===== src/rtl/mcpu_pkg.sv =====
// Shared encodings for the multicycle CPU controller: FSM states, opcodes,
// ALU/PC select codes and the bundle of control outputs.
package mcpu_pkg;

    typedef enum logic [3:0] {
        S_FETCH  = 4'd0,
        S_DECODE = 4'd1,
        S_MEMADR = 4'd2,
        S_MEMRD  = 4'd3,
        S_MEMWB  = 4'd4,
        S_MEMWR  = 4'd5,
        S_EXEC   = 4'd6,
        S_RWB    = 4'd7,
        S_BRANCH = 4'd8,
        S_JUMP   = 4'd9,
        S_ADDIEX = 4'd10,
        S_ADDIWB = 4'd11
    } state_t;

    localparam logic [5:0] OP_RTYPE = 6'b000000;
    localparam logic [5:0] OP_LW    = 6'b100011;
    localparam logic [5:0] OP_SW    = 6'b101011;
    localparam logic [5:0] OP_BEQ   = 6'b000100;
    localparam logic [5:0] OP_J     = 6'b000010;
    localparam logic [5:0] OP_ADDI  = 6'b001000;

    localparam logic [1:0] ALU_ADD   = 2'b00;
    localparam logic [1:0] ALU_SUB   = 2'b01;
    localparam logic [1:0] ALU_FUNCT = 2'b10;

    localparam logic [1:0] PC_ALU    = 2'b00;
    localparam logic [1:0] PC_ALUOUT = 2'b01;
    localparam logic [1:0] PC_JUMP   = 2'b10;

    localparam logic [1:0] SRCB_REG  = 2'b00;
    localparam logic [1:0] SRCB_FOUR = 2'b01;
    localparam logic [1:0] SRCB_IMM  = 2'b10;
    localparam logic [1:0] SRCB_BOFS = 2'b11;

    typedef struct packed {
        logic       pc_write;
        logic       pc_write_cond;
        logic       ir_write;
        logic       reg_write;
        logic       mem_read;
        logic       mem_write;
        logic       iord;
        logic       mem_to_reg;
        logic       reg_dst;
        logic       alu_src_a;
        logic [1:0] alu_src_b;
        logic [1:0] alu_op;
        logic [1:0] pc_source;
        logic       illegal_op;
    } ctrl_t;

    function automatic logic is_mem_op(input logic [5:0] op);
        return (op == OP_LW) || (op == OP_SW);
    endfunction

endpackage


===== src/rtl/mcpu_ctrl.sv =====
// Multicycle CPU main controller: one state register, next-state logic and
// Moore output decode (FETCH write enables gated by mem_ready).
module mcpu_ctrl
    import mcpu_pkg::*;
#(
    parameter int OPW = 6,
    parameter int SW  = 4
) (
    input  logic           clk,
    input  logic           rst_n,
    input  logic [OPW-1:0] opcode,
    input  logic           mem_ready,
    output logic           pc_write,
    output logic           pc_write_cond,
    output logic           ir_write,
    output logic           reg_write,
    output logic           mem_read,
    output logic           mem_write,
    output logic           iord,
    output logic           mem_to_reg,
    output logic           reg_dst,
    output logic           alu_src_a,
    output logic [1:0]     alu_src_b,
    output logic [1:0]     alu_op,
    output logic [1:0]     pc_source,
    output logic           illegal_op,
    output logic [SW-1:0]  state_o
);

    state_t state, nxt;
    ctrl_t  c, co;
    logic   illegal;

    always_ff @(posedge clk or negedge rst_n) begin
        if (!rst_n) state <= S_FETCH;
        else        state <= nxt;
    end

    always_comb begin
        nxt     = S_FETCH;
        illegal = 1'b0;
        case (state)
            S_FETCH:  nxt = mem_ready ? S_DECODE : S_FETCH;
            S_DECODE: begin
                if (is_mem_op(opcode))        nxt = S_MEMADR;
                else if (opcode == OP_RTYPE)  nxt = S_EXEC;
                else if (opcode == OP_BEQ)    nxt = S_BRANCH;
                else if (opcode == OP_J)      nxt = S_JUMP;
                else if (opcode == OP_ADDI)   nxt = S_ADDIEX;
                else                          illegal = 1'b1;
            end
            S_MEMADR: nxt = (opcode == OP_LW) ? S_MEMRD : S_MEMWR;
            S_MEMRD:  nxt = mem_ready ? S_MEMWB : S_MEMRD;
            S_MEMWB:  nxt = S_FETCH;
            S_MEMWR:  nxt = mem_ready ? S_FETCH : S_MEMWR;
            S_EXEC:   nxt = S_RWB;
            S_RWB:    nxt = S_FETCH;
            S_BRANCH: nxt = S_FETCH;
            S_JUMP:   nxt = S_FETCH;
            S_ADDIEX: nxt = S_ADDIWB;
            S_ADDIWB: nxt = S_FETCH;
            default:  nxt = S_FETCH;
        endcase
    end

    always_comb begin
        c = '0;
        case (state)
            S_FETCH: begin
                c.mem_read  = 1'b1;
                c.alu_src_b = SRCB_FOUR;
                c.alu_op    = ALU_ADD;
                c.pc_source = PC_ALU;
                c.ir_write  = mem_ready;
                c.pc_write  = mem_ready;
            end
            S_DECODE: begin
                c.alu_src_b  = SRCB_BOFS;
                c.alu_op     = ALU_ADD;
                c.illegal_op = illegal;
            end
            S_MEMADR, S_ADDIEX: begin
                c.alu_src_a = 1'b1;
                c.alu_src_b = SRCB_IMM;
                c.alu_op    = ALU_ADD;
            end
            S_MEMRD: begin
                c.mem_read = 1'b1;
                c.iord     = 1'b1;
            end
            S_MEMWB: begin
                c.reg_write  = 1'b1;
                c.mem_to_reg = 1'b1;
            end
            S_MEMWR: begin
                c.mem_write = 1'b1;
                c.iord      = 1'b1;
            end
            S_EXEC: begin
                c.alu_src_a = 1'b1;
                c.alu_src_b = SRCB_REG;
                c.alu_op    = ALU_FUNCT;
            end
            S_RWB: begin
                c.reg_write = 1'b1;
                c.reg_dst   = 1'b1;
            end
            S_BRANCH: begin
                c.alu_src_a     = 1'b1;
                c.alu_src_b     = SRCB_REG;
                c.alu_op        = ALU_SUB;
                c.pc_write_cond = 1'b1;
                c.pc_source     = PC_ALUOUT;
            end
            S_JUMP: begin
                c.pc_write  = 1'b1;
                c.pc_source = PC_JUMP;
            end
            S_ADDIWB: c.reg_write = 1'b1;
            default:  c = '0;
        endcase
    end

    // Reset state is FETCH, which would otherwise assert mem_read; blank everything while held.
    assign co = rst_n ? c : '0;

    assign pc_write      = co.pc_write;
    assign pc_write_cond = co.pc_write_cond;
    assign ir_write      = co.ir_write;
    assign reg_write     = co.reg_write;
    assign mem_read      = co.mem_read;
    assign mem_write     = co.mem_write;
    assign iord          = co.iord;
    assign mem_to_reg    = co.mem_to_reg;
    assign reg_dst       = co.reg_dst;
    assign alu_src_a     = co.alu_src_a;
    assign alu_src_b     = co.alu_src_b;
    assign alu_op        = co.alu_op;
    assign pc_source     = co.pc_source;
    assign illegal_op    = co.illegal_op;
    assign state_o       = SW'(state);

endmodule


===== config.mk =====
export PLATFORM = sky130hd
export DESIGN_NAME = mcpu_ctrl
export DESIGN_NICKNAME = d
export VERILOG_FILES = /design/src/rtl/mcpu_pkg.sv /design/src/rtl/mcpu_ctrl.sv
export SDC_FILE = /design/constraint.sdc
export NUM_CORES = 1
export LEC_CHECK = 0
export ABC_CLOCK_PERIOD_IN_PS = 2900
export CELL_PAD_IN_SITES_DETAIL_PLACEMENT = 0
export CELL_PAD_IN_SITES_GLOBAL_PLACEMENT = 1
export CORE_MARGIN = 5
export CORE_UTILIZATION = 29
export DETAILED_ROUTE_END_ITERATION = 7
export PLACE_DENSITY_LB_ADDON = 0.25
export SLEW_MARGIN = 20
export SYNTH_ARGS = -nofsm -noshare
export SYNTH_HDL_FRONTEND = slang
export SYNTH_SLANG_ARGS = --single-unit

===== constraint.sdc =====
create_clock -name clk -period 2.9 [get_ports clk]
set_clock_uncertainty 0.15 [all_clocks]
set_input_delay 0.58 -clock clk [delete_from_list [all_inputs] [get_ports clk]]
set_output_delay 0.58 -clock clk [all_outputs]
set_load 0.01 [all_outputs]

==> results of run 1 <==
power breakdown:
group	internal, uW	switching (uW)
combinational	78.6	61.1
clock	46.3	22.5
sequential	60.6	21.1
total	185	105
area by class of cell:
cell class              instances  area, um2  area share [%]
clock buffers                   3       22.5            2.28
inverters                       3       11.3            1.14
multi-input cells              64        444            44.9
flip-flops and latches          4        100            10.1
well taps                      27       33.8            3.42
repair buffers                 41        377            38.1
critical path, delay by kind of cell:
kind / cells / cell delay (ns)
simple gates: 3 / 0.59
buf+inv: 2 / 0.90
per-stage QoR:
stage / worst slack, ns / utilization (%) / TNS [ns]
after floorplan: 0.970 / - / 0
after global placement: -0.115 / 48.6 / -0.139
after detailed placement: -0.0629 / 48.6 / -0.187
after CTS: 0.103 / 50.4 / 0
after global routing: 0.0424 / 50.4 / 0
final: 0.106 / 50.4 / 0
cells by family after synthesis:
group | count (synthesis) | synth area share (%)
buffers and inverters | 8 | 10.8
and+or+nand+nor | 43 | 43.1
AOI/OAI and AO/OA | 17 | 23.0
muxes | 1 | 1.69
xor gates and xnor gates | 3 | 4.44
DFF | 4 | 16.9
worst paths after layout:
kind,to,cells past startpoint,slack (ns)
min in group clk,state_o[1],2,0.72
setup reg to reg,state_o[0],4,1.23
hold / removal,state_o[2],2,0.34
setup / recovery,pc_write,5,0.11
max in group asynchronous,state_o[1],2,2.15
hold reg to reg,state_o[1],2,0.72
timing repair:
item                                    4_1_cts  5_1_grt
hold buffers                                  0        0
gates resized for setup                       7        0
hold endpoints to repair                      0        0
endpoints found under the setup margin        3        0
layer usage:
layer | vias up | routed length, um | share of wire [%] | GRT usage (%)
met5 | - | 0 | 0 | 0
li1 | 364 | - | - | -
met4 | 0 | 0 | 0 | 4.86
met1 | 321 | 771 | 43 | 14.3
met2 | 16 | 925 | 52 | 25.0
met3 | 0 | 84 | 4.7 | 1.07
placed cells by master, fill, tap and decap left out, drive strengths merged:
| cell | instances |
|---|---|
| clkdlybuf4s50 | 26 |
| buf | 12 |
| nor3 | 9 |
| nand2 | 6 |
| nor2 | 6 |
| nor2b | 6 |
| and3 | 5 |
| o21ai | 5 |
| o211ai | 4 |
| dfrtp | 4 |
| inv | 3 |
| clkbuf | 3 |
| dlygate4sd2 | 3 |
| nand2b | 3 |
| xnor2 | 2 |
| a2111oi | 2 |
| nor3b | 2 |
| xor2 | 1 |
| o32ai | 1 |
| o31ai | 1 |
| a2bb2oi | 1 |
| and4b | 1 |
| a21oi | 1 |
| nor4 | 1 |
| and4 | 1 |
| a221oi | 1 |
| nand4 | 1 |
| mux2i | 1 |
| nand3 | 1 |
| a311o | 1 |
| or2 | 1 |
==> run metrics, run 1 <==
Avg WL per Cell 12.5 um; Yosys Warn Count 0; Die Wd 55.2 um; worst min path class in -> async; Vias/cell 4.94; Clock Path Buffers 2; startpoint types input port; post-CTS setup buffer count 0; post-synth top area cell dfrtp_1; DIE AREA 3040 um2; Worst-path clk slew 0.04 ns; first-pass GRT wire length 2930 um; final worst-path cycle share 96.4%; Finished Layout Cells 142; list of most frequent post-synthesis cells nor3_1 (8), nand2_1 (6), nor2b_1 (6), nor2_1 (5); DR vias 701; fmax 0.358 GHz; DR DRC count 0; Crit Reg-Reg Startpoint state_o[2]; placed cells 139; # nets final 126; Die H 55.2 um; I/O Buffers 29; CP required 2.17 ns; Synth top area share 16.9%; Syn Nets 85; Peak VDD IR 0.192 mV; Crit Path Class in -> out; main flop type after synthesis dfrtp_1; Core ar. 1960 um2; Placed Area 953 um2; antenna-violating nets left 0; relative slew slack 59.0%; Final Max Tran Viols 0; I/O pin count 30; Worst EP arrival 2.06 ns; gr usage total 12.9%; number of cell rows 16; share of cells above drive strength 1 21.7%; share of the yosys chip area belonging to registers 16.9%; Routed WL 1780 um; Filler Cells Inserted 219; clk sink count 4; RD Place Congestion 0.730; initial antenna violation count 0; Setup crit end kind primary output; Slowest-stage cell, CP clkdlybuf4s50_1; Unique masters post-synth 36; Power Total 290 uW; CTS Buf Count 3; Worst Max-Slew Pin Slew 0.615 ns; max reg flops 4; critical-path cell list clkdlybuf4s50_1 -> nor2b_1 -> and3_1 -> or2_1 -> clkdlybuf4s50_1; cell with the most instances after synthesis nor3_1; final instance area 988 um2; Lkg Pwr 0.000389 uW; fin crit period 2.79 ns; Netlist Area Pre-Place 592 um2; drt initial violations 5; Final Hold Viols 0; crit path launch mem_ready; CTS tree built; Seq cells post-synth 4; peak fanout along the critical path 2; post-detail-place hpwl 1400 um; unrepaired setup endpoints after global routing no; largest cells by area after synthesis dfrtp_1 (17%), buf_6 (7.6%), nor3_1 (6.8%), nor2b_1 (6.3%), o211ai_1 (5.1%); Initial Utilization 30.2%; max incr delay on CP 0.47 ns; vias in the first global route 736; status complete, no violations; EDFF count, synth 0; asr flop ratio synth 100%; Pre-antenna DRT Iters 3; most used cell along the critical path clkdlybuf4s50_1; PwrDens 293 nW/um2; Skew-Pair Late Insertion Delay 0.23 ns; diodes inserted 0; total congestion overflow 0; Synth Instances 76; htree depth 1; Post-Syn Area per Cell 7.79 um2; largest net degree at the start of global routing 19; area delta synth->final 67.0%; max-cap violation count 0; Final Hold Slack 0.342 ns; Setup-failing EPs final 0; Root Buffer clkbuf_4
Power figures use the tool's default switching activity.
==> run 2, diff against run 1 <==
--- a/config.mk
+++ b/config.mk
@@ -11,7 +11,7 @@
 export CORE_MARGIN = 5
 export CORE_UTILIZATION = 29
 export DETAILED_ROUTE_END_ITERATION = 7
-export PLACE_DENSITY_LB_ADDON = 0.25
+export PLACE_DENSITY = 0.91
 export SLEW_MARGIN = 20
 export SYNTH_ARGS = -nofsm -noshare
 export SYNTH_HDL_FRONTEND = slang
==> run 2 against run 1 <==
  * Design area is 1.6% lower
  * Register-to-register slack better by 0.14 ns
  * Worst setup slack worse by 0.0037 ns
  * Total power is 1.6% lower
  * First-iteration DRC count is 20% higher
  * Count of clock-buffer cells in the layout stayed put
  * Global-route usage is 0.26 points lower
  * Final cell count is 1.4% lower
  * Clock power is 2% lower
  * Largest cell class unchanged
==> run metrics, run 2 (synthesis results as in run 1) <==
clk sink count 4 (unchanged); share of cells above drive strength 1 21.2% (-0.50 points); most common cell after layout, fill and taps aside clkdlybuf4s50_1; crit path launch mem_ready; Crit Reg-Reg Startpoint state_o[0]; startpoint types input port; P_int 183 uW (-1.4%); clock power share 23.5% (-0.2 points); Root Buffer clkbuf_4; I/O Buffers 29 (unchanged); Routed WL 1770 um (-0.45%); drt initial violations 6 (+1); DR DRC count 0 (unchanged); CP required 2.17 ns (about the same); setup TNS 0 ns (unchanged); first-pass GRT wire length 2840 um (-3.1%); relative slew slack 59.0% (-0.078 points); area delta synth->final 64.3%; switching fraction of total power 35.9% (-0.14 points); number of cell rows 16 (unchanged); largest net degree at the start of global routing 19 (unchanged); Clock Path Buffers 2 (unchanged); Placed Area 938 um2 (-1.6%); Pre-antenna DRT Iters 4 (+1); gr usage total 12.6% (-0.26 points); Die H 55.2 um (unchanged); post-detail-place hpwl 1370 um (-1.6%); switching power 103 uW (-2.0%); multi-input logic area 444 um2 (unchanged); Final Max Tran Viols 0 (unchanged); worst min path class in -> async; Peak VDD IR 0.187 mV (-2.7%); final worst-path cycle share 96.5% (+0.13 points); Worst Max-Slew Pin Slew 0.616 ns (+0.00117 ns); Avg WL per Cell 12.7 um (+0.97%); htree depth 1 (unchanged); setup slack, reg-to-reg 1.37 ns (+0.14 ns); Worst-path clk slew 0.04 ns (about the same); Skew-Pair Late Insertion Delay 0.23 ns (about the same); unrepaired setup endpoints after global routing no; Vias/cell 5.16 (+4.6%); Setup-failing EPs final 0 (unchanged); PwrDens 294 nW/um2 (about the same); CTS tree built; fmax 0.357 GHz (-0.13%); fin crit period 2.80 ns (+0.00372 ns); Worst R2R End state_o[2]; Lkg Pwr 0.000384 uW (-1.5%); total congestion overflow 0 (unchanged); Final WS setup 0.102 ns (-0.00372 ns); DIE AREA 3040 um2 (unchanged); Core ar. 1960 um2 (unchanged); Crit Path Class in -> out; Initial Utilization 30.2% (unchanged); post-CTS setup buffer count 0 (unchanged); Die Wd 55.2 um (unchanged); worst-case reg-to-reg path depth 3 (-1); Filler Cells Inserted 229 (+4.6%); DR vias 723 (+3.1%); combinational power share 47.8% (-0.3 points); most frequent cells in the layout clkdlybuf4s50_1 (24), buf_4 (10), nor3_1 (8); Worst EP arrival 2.07 ns (about the same); sequential cell area 101 um2 (+1.2%); initial antenna violation count 0 (unchanged); # nets final 124 (-1.6%); I/O pin count 30 (unchanged); Final Hold Viols 0 (unchanged); CTS Buf Count 3 (unchanged); diodes inserted 0 (unchanged); max-cap violation count 0 (unchanged); hold buffer count at CTS 0 (unchanged); final instance area 972 um2 (-1.6%); RD Place Congestion 0.725 (-0.77%); status complete, no violations; Setup crit end kind primary output; peak fanout along the critical path 2 (unchanged); sequential share of power 28.7% (+0.5 points); vias in the first global route 692 (-6.0%); antenna-violating nets left 0 (unchanged); worst slack, placed -0.0778 ns (-0.0150 ns); max reg flops 4 (unchanged); Power Total 285 uW (-1.6%)
[run 2: cell count changes in the layout (fill, tap and decap cells not counted)]
cell	previous run	this run
buf_4	12	10
clkdlybuf4s50_1	26	24
dlygate4sd2_1	3	5
dfrtp_1	4	3
dfrtp_2	0	1
[run 2: repair_timing]
| item | 4_1_cts | 5_1_grt |
|---|---|---|
| endpoints found under the hold margin | 0 | 0 |
| endpoints found under the setup margin | 3 | 2 |
| pin swaps | 1 | 0 |
| gates resized for setup | 9 | 1 |
[run 2: layout make-up]
cell class	instances	share of cell area [%]
clock buffers	3	2.32
repair buffers	39	36.9
well taps	27	3.47
multi-input cells	64	45.7
flip-flops and latches	4	10.4
inverters	3	1.16
[run 2: layer usage]
metal | wire, um | GRT usage, % | part of all wire, % | up-vias
met5 | 0 | 0 | 0 | -
met2 | 848 | 22.4 | 48 | 28
met3 | 126 | 0.268 | 7.1 | 0
li1 | - | - | - | 360
met4 | 0 | 6.07 | 0 | 0
met1 | 799 | 15.6 | 45 | 335
[run 2: power groups by stage]
stage | sequential [uW] | clock (uW) | combinational, uW
detailed placement | 82.2 | 0 | 138
global route | 85.1 | 73.0 | 149
global placement | 81.3 | 0 | 137
finish | 82.0 | 67.0 | 137
floorplan | 70.3 | 0 | 84.6
CTS | 81.9 | 70.6 | 138
[run 2: how the worst max path moves through the flow]
stage                       to  cells past startpoint
floorplan           illegal_op                      3
global placement    illegal_op                      5
detailed placement    pc_write                      5
CTS                   pc_write                      5
global route          pc_write                      5
finish                pc_write                      5
[run 2: critical path: stages]
cell and delay (ns):
clkdlybuf4s50_1 0.47, nor2b_1 0.19, and3_1 0.20, or2_1 0.10, clkdlybuf4s50_1 0.53
[run 2: per-stage QoR]
step,hold slack (ns),util [%],instances
after CTS,0.325,49.5,140
after floorplan,0.134,-,76
final,0.324,49.6,140
after global routing,0.357,49.6,140
after detailed placement,0.686,47.8,137
after global placement,0.686,47.8,137
==> run 3, diff against run 2 <==
--- a/config.mk
+++ b/config.mk
@@ -8,11 +8,9 @@
 export ABC_CLOCK_PERIOD_IN_PS = 2900
 export CELL_PAD_IN_SITES_DETAIL_PLACEMENT = 0
 export CELL_PAD_IN_SITES_GLOBAL_PLACEMENT = 1
-export CORE_MARGIN = 5
 export CORE_UTILIZATION = 29
 export DETAILED_ROUTE_END_ITERATION = 7
 export PLACE_DENSITY = 0.91
-export SLEW_MARGIN = 20
 export SYNTH_ARGS = -nofsm -noshare
 export SYNTH_HDL_FRONTEND = slang
 export SYNTH_SLANG_ARGS = --single-unit
==> run 3 against run 2 <==
  * Die area decreased by 27%
  * Combinational power is essentially flat
  * Critical path depth is 2 lower
  * Sequential power about the same
  * Non-clock buffer count is 1 higher
  * Via count is 0.55% lower
  * Register-to-register slack lost 0.12 ns
  * First-iteration DRC count grew 17%
  * Worst setup slack better by 0.040 ns
  * Flip-flop and latch count unchanged
  * Critical endpoint is now mem_write
==> run metrics, run 3 (synthesis results as in run 1) <==
status complete, no violations; Die H 47.2 um (-14%); final worst-path cycle share 95.1% (-1.4 points); Avg WL per Cell 12.2 um (-3.7%); Vias/cell 5.17 (+0.16%); CTS Buf Count 3 (unchanged); Clock Path Buffers 2 (unchanged); max reg flops 4 (unchanged); antenna-violating nets left 0 (unchanged); fin crit period 2.76 ns (-0.0402 ns); PwrDens 291 nW/um2 (-0.74%); DIE AREA 2230 um2 (-27%); gr usage total 17.1% (+4.4 points); CP required 2.17 ns (about the same); number of cell rows 15 (-1); share of cells above drive strength 1 21.1% (-0.19 points); Setup crit end kind primary output; Worst EP arrival 2.03 ns (-0.04 ns); placed cells 134 (-2.2%); Worst Max-Slew Pin Slew 0.635 ns (+0.0190 ns); Lkg Pwr 0.000452 uW (+18%); CTS tree built; Skew-Pair Late Insertion Delay 0.23 ns (about the same); worst min path class in -> async; total congestion overflow 0 (unchanged); Final Max Tran Viols 0 (unchanged); Finished Layout Cells 139 (-0.71%); Pre-antenna DRT Iters 4 (unchanged); setup TNS 0 ns (unchanged); initial antenna violation count 0 (unchanged); Core ar. 1820 um2 (-7.2%); Worst R2R End state_o[2]; peak fanout along the critical path 16 (+14); post-detail-place hpwl 1300 um (-5.1%); vias in the first global route 636 (-8.1%); met1 Use GR 21.7% (+6.1 points); Worst-path clk slew 0.04 ns (about the same); fmax 0.363 GHz (+1.5%); unrepaired setup endpoints after global routing no; I/O pin count 30 (unchanged); GR Util met3 3.85% (+3.6 points); area delta synth->final 66.8%; Crit Path Class reg -> out; Crit Reg-Reg Startpoint state_o[2]; largest net degree at the start of global routing 19 (unchanged); DR vias 719 (-0.55%); most common cell after layout, fill and taps aside clkdlybuf4s50_1; first-pass GRT wire length 2720 um (-4.4%); worst-case reg-to-reg path depth 3 (unchanged); hold buffer count at CTS 0 (unchanged); Peak VDD IR 0.193 mV (+3.1%); met2 Track Usage GR 28.9% (+6.4 points); DR DRC count 0 (unchanged); Initial Utilization 32.5% (+2.3 points); relative slew slack 57.7% (-1.3 points); max-cap violation count 0 (unchanged); Setup-failing EPs final 0 (unchanged); RD Place Congestion 0.810 (+12%); clk sink count 4 (unchanged); drt initial violations 7 (+1); GRT busiest layer met2; Layout Utilization 54.2% (+4.7 points); Routed WL 1700 um (-4.3%); Die Wd 47.2 um (-14%); I/O Buffers 29 (unchanged); Root Buffer clkbuf_4; htree depth 1 (unchanged); most frequent cells in the layout clkdlybuf4s50_1 (21), buf_4 (11), nor3_1 (8); Final Hold Viols 0 (unchanged); startpoint types register; diodes inserted 0 (unchanged); setup slack, reg-to-reg 1.25 ns (-0.12 ns); # nets final 125 (+0.81%)
-- run 3: cell types whose count changed in the layout (fill, tap and decap cells not counted) --
cell / delta
buf_4: +1
clkdlybuf4s50_1: -3
dfrtp_1: +1
dfrtp_2: -1
dlygate4sd2_1: -1
dlymetal6s2s_1: +4
-- run 3: metrics by stage --
stage	area (um2)	hold WS [ns]	power (uW)	setup WS [ns]
final	987	0.222	288	0.142
after global routing	987	0.218	316	0.0253
after CTS	977	0.586	291	0.0135
after detailed placement	928	0.665	220	-0.0720
after global placement	928	0.682	218	-0.112
after floorplan	592	0.134	155	0.970
-- run 3: cell type report --
| class | instances | area [um2] |
|---|---|---|
| well taps | 25 | 31.3 |
| repair buffers | 40 | 378 |
| clock buffers | 3 | 22.5 |
| inverters | 3 | 11.3 |
| multi-input cells | 64 | 444 |
| fillers | 182 | 833 |
| flip-flops and latches | 4 | 100 |
-- run 3: layer usage --
| metal | part of all wire, % | vias to the layer above |
|---|---|---|
| li1 | - | 362 |
| met1 | 45 | 329 |
| met2 | 49 | 28 |
| met3 | 5.8 | 0 |
| met4 | 0 | 0 |
| met5 | 0 | - |
-- run 3: what timing repair did --
item,CTS,global route
buffers inserted,2,0
endpoints found under the setup margin,2,4
gates resized for setup,8,4
pin swaps,2,0
-- run 3: critical path, stage by stage (launching register included) --
cell,delay [ns]
dfrtp_1,0.74
inv_1,0.26
nor3_1,0.24
clkdlybuf4s50_1,0.56
-- run 3: worst max-delay path by stage --
stage	start	to
finish	state_o[2]	mem_write
global route	state_o[2]	mem_write
CTS	rst_n	mem_to_reg
detailed placement	opcode[1]	illegal_op
global placement	opcode[3]	illegal_op
floorplan	opcode[3]	illegal_op
-- run 3: where the power goes --
| part | switching (uW) | total [uW] | internal [uW] |
|---|---|---|---|
| registers | 21.6 | 82.2 | 60.6 |
| logic | 62.1 | 138 | 75.8 |
| clock network | 21.5 | 67.7 | 46.2 |
